### src/rtl/mem_port_arbiter.sv
// =============================================================================
// mem_port_arbiter : shares one memory port between the core and a host port
// Revision 1.0 : initial release
// =============================================================================
`default_nettype none

module mem_port_arbiter #(
   parameter int ADDR_W         = 11,
   parameter int DATA_W         = 16,
   parameter int STARVE_LIMIT   = 8,
   parameter int HOST_MAX_BURST = 4
) (
   input  logic              clk_i,
   input  logic              rst_i,
   input  logic              core_req_i,
   input  logic              core_we_i,
   input  logic [ADDR_W-1:0] core_addr_i,
   input  logic [DATA_W-1:0] core_wdata_i,
   output logic              core_gnt_o,
   output logic              core_stall_o,
   output logic              core_rvalid_o,
   output logic [DATA_W-1:0] core_rdata_o,
   input  logic              host_req_i,
   input  logic              host_we_i,
   input  logic [ADDR_W-1:0] host_addr_i,
   input  logic [DATA_W-1:0] host_wdata_i,
   output logic              host_gnt_o,
   output logic              host_rvalid_o,
   output logic [DATA_W-1:0] host_rdata_o,
   output logic              mem_en_o,
   output logic              mem_write_o,
   output logic [ADDR_W-1:0] mem_addr_o,
   output logic [DATA_W-1:0] mem_wdata_o,
   input  logic [DATA_W-1:0] mem_rdata_i
);

   localparam int WAIT_W  = $clog2(STARVE_LIMIT + 1);
   localparam int BURST_W = $clog2(HOST_MAX_BURST + 1);
   localparam logic [WAIT_W-1:0]  c_WAIT_MAX  = WAIT_W'(STARVE_LIMIT);
   localparam logic [BURST_W-1:0] c_BURST_MAX = BURST_W'(HOST_MAX_BURST);

   logic [WAIT_W-1:0]  host_wait_q,  host_wait_d;
   logic [BURST_W-1:0] host_burst_q, host_burst_d;
   logic [1:0]         rd_owner_q,   rd_owner_d;

   logic w_host_pri;
   logic w_host_blk;

   assign w_host_pri = host_req_i & (host_wait_q == c_WAIT_MAX);
   assign w_host_blk = core_req_i & (host_burst_q == c_BURST_MAX);

   // Reset gates every grant so no access can reach the memory while rst_i is low.
   assign host_gnt_o   = rst_i & host_req_i & ~w_host_blk & (~core_req_i | w_host_pri);
   assign core_gnt_o   = rst_i & core_req_i & ~host_gnt_o;
   assign core_stall_o = rst_i & core_req_i & ~core_gnt_o;

   assign mem_en_o = core_gnt_o | host_gnt_o;

   always_comb begin
      mem_write_o = 1'b0;
      mem_addr_o  = '0;
      mem_wdata_o = '0;
      if (core_gnt_o) begin
         mem_write_o = core_we_i;
         mem_addr_o  = core_addr_i;
         mem_wdata_o = core_wdata_i;
      end else if (host_gnt_o) begin
         mem_write_o = host_we_i;
         mem_addr_o  = host_addr_i;
         mem_wdata_o = host_wdata_i;
      end
   end

   always_comb begin
      host_wait_d = '0;
      if (host_req_i && !host_gnt_o) begin
         host_wait_d = (host_wait_q == c_WAIT_MAX) ? host_wait_q : host_wait_q + WAIT_W'(1);
      end
      // With core_req high exactly one side is granted, so the burst count never holds.
      host_burst_d = '0;
      if (host_gnt_o && core_req_i) begin
         host_burst_d = (host_burst_q == c_BURST_MAX) ? host_burst_q : host_burst_q + BURST_W'(1);
      end
      rd_owner_d = {host_gnt_o & ~host_we_i, core_gnt_o & ~core_we_i};
   end

   always_ff @(posedge clk_i) begin
      if (!rst_i) begin
         host_wait_q  <= '0;
         host_burst_q <= '0;
         rd_owner_q   <= '0;
      end else begin
         host_wait_q  <= host_wait_d;
         host_burst_q <= host_burst_d;
         rd_owner_q   <= rd_owner_d;
      end
   end

   assign core_rvalid_o = rd_owner_q[0];
   assign host_rvalid_o = rd_owner_q[1];
   assign core_rdata_o  = mem_rdata_i;
   assign host_rdata_o  = mem_rdata_i;

endmodule

`default_nettype wire

### config.mk
export PLATFORM = sky130hd
export DESIGN_NAME = mem_port_arbiter
export DESIGN_NICKNAME = d
export VERILOG_FILES = /design/src/rtl/mem_port_arbiter.sv
export SDC_FILE = /design/constraint.sdc
export NUM_CORES = 1
export LEC_CHECK = 0
export ABC_CLOCK_PERIOD_IN_PS = 2300
export CAP_MARGIN = 30
export CORE_MARGIN = 10
export CORE_UTILIZATION = 28
export CTS_BUF_LIST = sky130_fd_sc_hd__clkbuf_16
export DETAILED_ROUTE_END_ITERATION = 8
export PLACE_DENSITY = 0.8
export SYNTH_ARGS = -nofsm -noshare
export SYNTH_HDL_FRONTEND = slang
export SYNTH_SLANG_ARGS = --single-unit
### constraint.sdc
create_clock -name clk_i -period 2.3 [get_ports clk_i]
set_input_delay 0.575 -clock clk_i [delete_from_list [all_inputs] [get_ports clk_i]]
set_output_delay 0.575 -clock clk_i [all_outputs]
set_load 0.005 [all_outputs]
Word level (Yosys, flattened, before mapping)
Cells that the tools add are included.

Register bits: 9. Input port bits: 76. Output and inout bits: 66. Logic and storage cells: 36.

Add/sub/neg operators: 2. Equality and inequality tests: 2. Mux-type cells: 6. Bitwise gates (word level): 18. Reduce and logical (&&, ||, !) cells: 5.

Operators with widths (number): 16-bit two-way mux (2); 11-bit two-way mux (2); 1-bit bitwise AND (10); 1-bit NOT (6); 4-bit by 1-bit adder with 4-bit output (second input constant) (1); 4-bit equality test (second input constant) (1); 2-bit AND reduction (2); 3-bit by 1-bit adder with 3-bit output (second input constant) (1); 3-bit equality test (second input constant) (1); 1-bit logical AND (2); 1-bit two-way mux (2); 1-bit OR (2); 1-bit zero test (1).

Logic depth before layout (Yosys ltp)
Depth after elaboration: 9. Depth in mapped cells: 8. Gate-level depth less buffers: 5.

Worst setup path after synthesis
Ideal clock, no wire load.

Path kind: reg-to-output. From: register host_wait_q[0]. To: output mem_addr_o[0]. Data arrival time: 1.399 ns. Data required time: 1.725 ns. Slack: 0.326 ns. Stages on the path, launching flop included: 9. Path through: dfxtp_1 -> inv_1 -> ha_1 -> and3b_1 -> buf_6 -> a21bo_1 -> buf_6 -> buf_8 -> o22ai_2.

Cells in the longest elaborated chain, start to end: 7. Elaborated cells between the ends (all ways): 8.

Ends and longest elaborated chain: start, declared (line 42) `logic [WAIT_W-1:0] host_wait_q, host_wait_d;`; start signal, assigned (line 93) `host_wait_q <= host_wait_d;`; 4-bit equality test * (line 49) `assign w_host_pri = host_req_i & (host_wait_q == c_WAIT_MAX);`; 1-bit bitwise AND * (line 49); 1-bit OR * (line 53) `assign host_gnt_o = rst_i & host_req_i & ~w_host_blk & (~core_req_i | w_host_pri);`; 1-bit bitwise AND * (line 53); 1-bit NOT (line 54) `assign core_gnt_o = rst_i & core_req_i & ~host_gnt_o;`; 1-bit bitwise AND (line 54); 11-bit two-way mux * (line 63) `if (core_gnt_o) begin`; end, declared (line 32) `output logic [ADDR_W-1:0] mem_addr_o,`.

Every way passes the cells marked *; elsewhere a longest branch is shown, timed or not.

Worst setup path after layout
From: register host_wait_q[0]. To: output mem_addr_o[3].

The elaborated chain is that of the path after synthesis.

==> out/metrics.cfg <==
[floorplanning]
die_w_um=87.9
die-area_mm2=0.00773
core_area_mm2=0.00441
die_h_um=87.9
initial_utilization=0.293
num_rows=24
ios=142

[critical_path]
r2r-start=host_wait_q[0]
cp-start-kind=flop
endpoint_kind=primary output
r2r_cells=7
r2r_setup_slack_ns=0.93
worstPathArrival_ns=1.70
path_class=reg -> out
cp_cell_sequence=inv_2 -> ha_4 -> and3b_2 -> a21bo_4 -> buf_8 -> o22ai_1 -> buf_2
r2r_end=host_wait_q[0]
crit_required_ns=1.73
worstPathMaxFanout=8
worst_path_max_delay_cell=dfxtp_2
slowest_delay_ns=0.33

[yosys]
synth_edf_count=0
synth_top_area_frac=0.198
synth_seq_cells=9
yosys-top-cells-area=buf_4, o22ai_2, nand2_1
synthFlopType=dfxtp_1
yosys_warnings=0
synthMostInstantiatedCell=nand2_1
ys_seq_area_frac=0.140
ys_types=24
synth_area_mm2=0.00129
syn_inst=180
avgSynthCellArea_um2=7.17
ys_async_sr_fraction=0
yosys.area.top_type=buf_4
netlist_top_cells_count=nand2_1, buf_4, o22ai_2, dfxtp_1
syn_nets=260

[clock_network]
cts_tree=done
clk_pin_slew_worst_paths_ns=0.04
clockBufferDepth=2
htreeDepth=1
clkLatencyLatePin_ns=0.24
numCtsBuffers=3
clock-root-buffer=clkbuf_16
cts_sinks=9

[pwr]
power_frac_clock=0.394
vdd_drop_max_mv=0.278
leakage_nw=0.963
p_int_uw=573
p_sw_frac=0.259
p_sw_uw=200
p_total_uw=774
comb_power_share=0.399
seq_power_share=0.207
powerDensity_mw_per_mm2=347

[timing]
layout_setup_ws_ns=0.0276
fin_crit_sh=0.988
fmax_ghz=0.440
rsz0062_at_grt=yes
setup_tns_ns=0
setup_violations=0
finClkSkew_ns=0.00317
timing.final.max_slew_violations=0
tightest_slew_ns=0.258
slew_headroom=0.828
hold_viol_final=0
min_period_ns=2.27

[hold_path]
hold_path.startpoint=host_burst_q[0]
hp-class=reg -> reg
worstHoldEndpoint=host_burst_q[0]
holdPathStages=2

[place]
place.port_buffers=93
gp_congestion=0.789
place_ws_ns=-0.696
hpwlAfterDp_mm=3.74

[global_routing]
grt.overflow.total=0
antenna_found_initial=0
groute.usage.overall=0.109
grt_pass1_vias=1496
grt_pass1_wl_mm=6.96
grt_max_degree=51

[run]
drv_cap=0

[drt]
drt_drc_violations_left=0
antenna_left=0
wire_per_inst_um=15.9
routed_wl_mm=4.83
drt_first_pass_iters=4
vias=1430
vias_per_cell=4.70
first_iter_violations=23

[finish]
syn_to_final_growth_pct=72.5
final_util=0.505
drive_above_1_share=0.373
num_antenna_cells=0
fin_nets=333

[status]
status=complete, no violations

## routing by layer
metal | vias to the layer above | global-route usage | part of all wire
met4 | 0 | 0.0362 | 0.016
met3 | 10 | 0.0455 | 0.084
li1 | 716 | - | -
met1 | 640 | 0.115 | 0.38
met5 | - | 0 | 0
met2 | 64 | 0.191 | 0.52
## cells by family after synthesis
kind of cell,after synthesis,share of synthesized area
AOI/OAI and AO/OA,33,0.261
and+or+nand+nor,78,0.247
xor gates and xnor gates,3,0.0204
DFF,9,0.140
muxes,2,0.0155
buffers and inverters,51,0.278
adders and majority gates,4,0.0388
## worst max-delay path: cells and delay by family, from the launching register on
| family | cells | cell delay [ns] |
|---|---|---|
| simple gates | 1 | 0.23 |
| buf+inv | 3 | 0.35 |
| fa+ha+maj | 1 | 0.15 |
| compound gates | 2 | 0.39 |
| flops | 1 | 0.33 |
## worst max-delay path by stage
stage	from	endpoint	slack [ns]	cells after the start
floorplan	host_wait_q[0]	mem_addr_o[0]	0.33	8
global placement	host_req_i	mem_addr_o[0]	-0.64	7
detailed placement	host_req_i	mem_wdata_o[15]	-0.70	7
CTS	host_wait_q[0]	mem_wdata_o[5]	-0.08	7
global route	host_wait_q[0]	mem_addr_o[3]	-0.03	7
finish	host_wait_q[0]	mem_addr_o[3]	0.03	7
## cells in the final DEF (no fill, tap or decap), types with 3 or more instances in the layout
cell | synthesis | layout
nor3_1 | 8 | 8
nand2_1 | 59 | 58
clkbuf_16 | 0 | 4
nor2_1 | 5 | 5
buf_4 | 34 | 13
buf_2 | 2 | 29
inv_1 | 6 | 5
o22ai_2 | 20 | 25
dlygate4sd2_1 | 0 | 3
clkdlybuf4s50_1 | 0 | 59
buf_12 | 0 | 4
dfxtp_1 | 9 | 7
## final cells by class
| type | count | area, um2 |
|---|---|---|
| clock buffers | 3 | 75.1 |
| clock inverters | 1 | 3.75 |
| fillers | 438 | 2190 |
| inverters | 6 | 22.5 |
| multi-input cells | 120 | 861 |
| flip-flops and latches | 9 | 183 |
| well taps | 52 | 65.1 |
| repair buffers | 113 | 1020 |
## power groups by stage
stage | sequential [mW] | combinational [mW] | clock, mW
CTS | 0.160 | 0.293 | 0.311
detailed placement | 0.162 | 0.309 | 0
global route | 0.160 | 0.333 | 0.320
finish | 0.160 | 0.309 | 0.305
floorplan | 0.163 | 0.157 | 0
global placement | 0.162 | 0.306 | 0
## sequential cells by signal, summed over array words and instances, names as in the netlist
register	cells
host_burst_q	3
host_wait_q	4
rd_owner_q	2
## timing repair
action	CTS	global route
setup endpoints to repair	32	28
hold buffers	0	0
buffers inserted	0	2
cloned	1	1
pin swaps	1	3
gates resized for setup	135	16
hold endpoints to repair	0	0
## per-stage QoR
step	std cells	hold WS (ns)	area, um2
after floorplan	180	0.430	1290
after global placement	297	0.503	2120
after detailed placement	297	0.509	2120
after CTS	301	0.515	2130
after global routing	304	0.529	2230
final	304	0.511	2230
No activity file was read; power rests on OpenSTA's default activity.
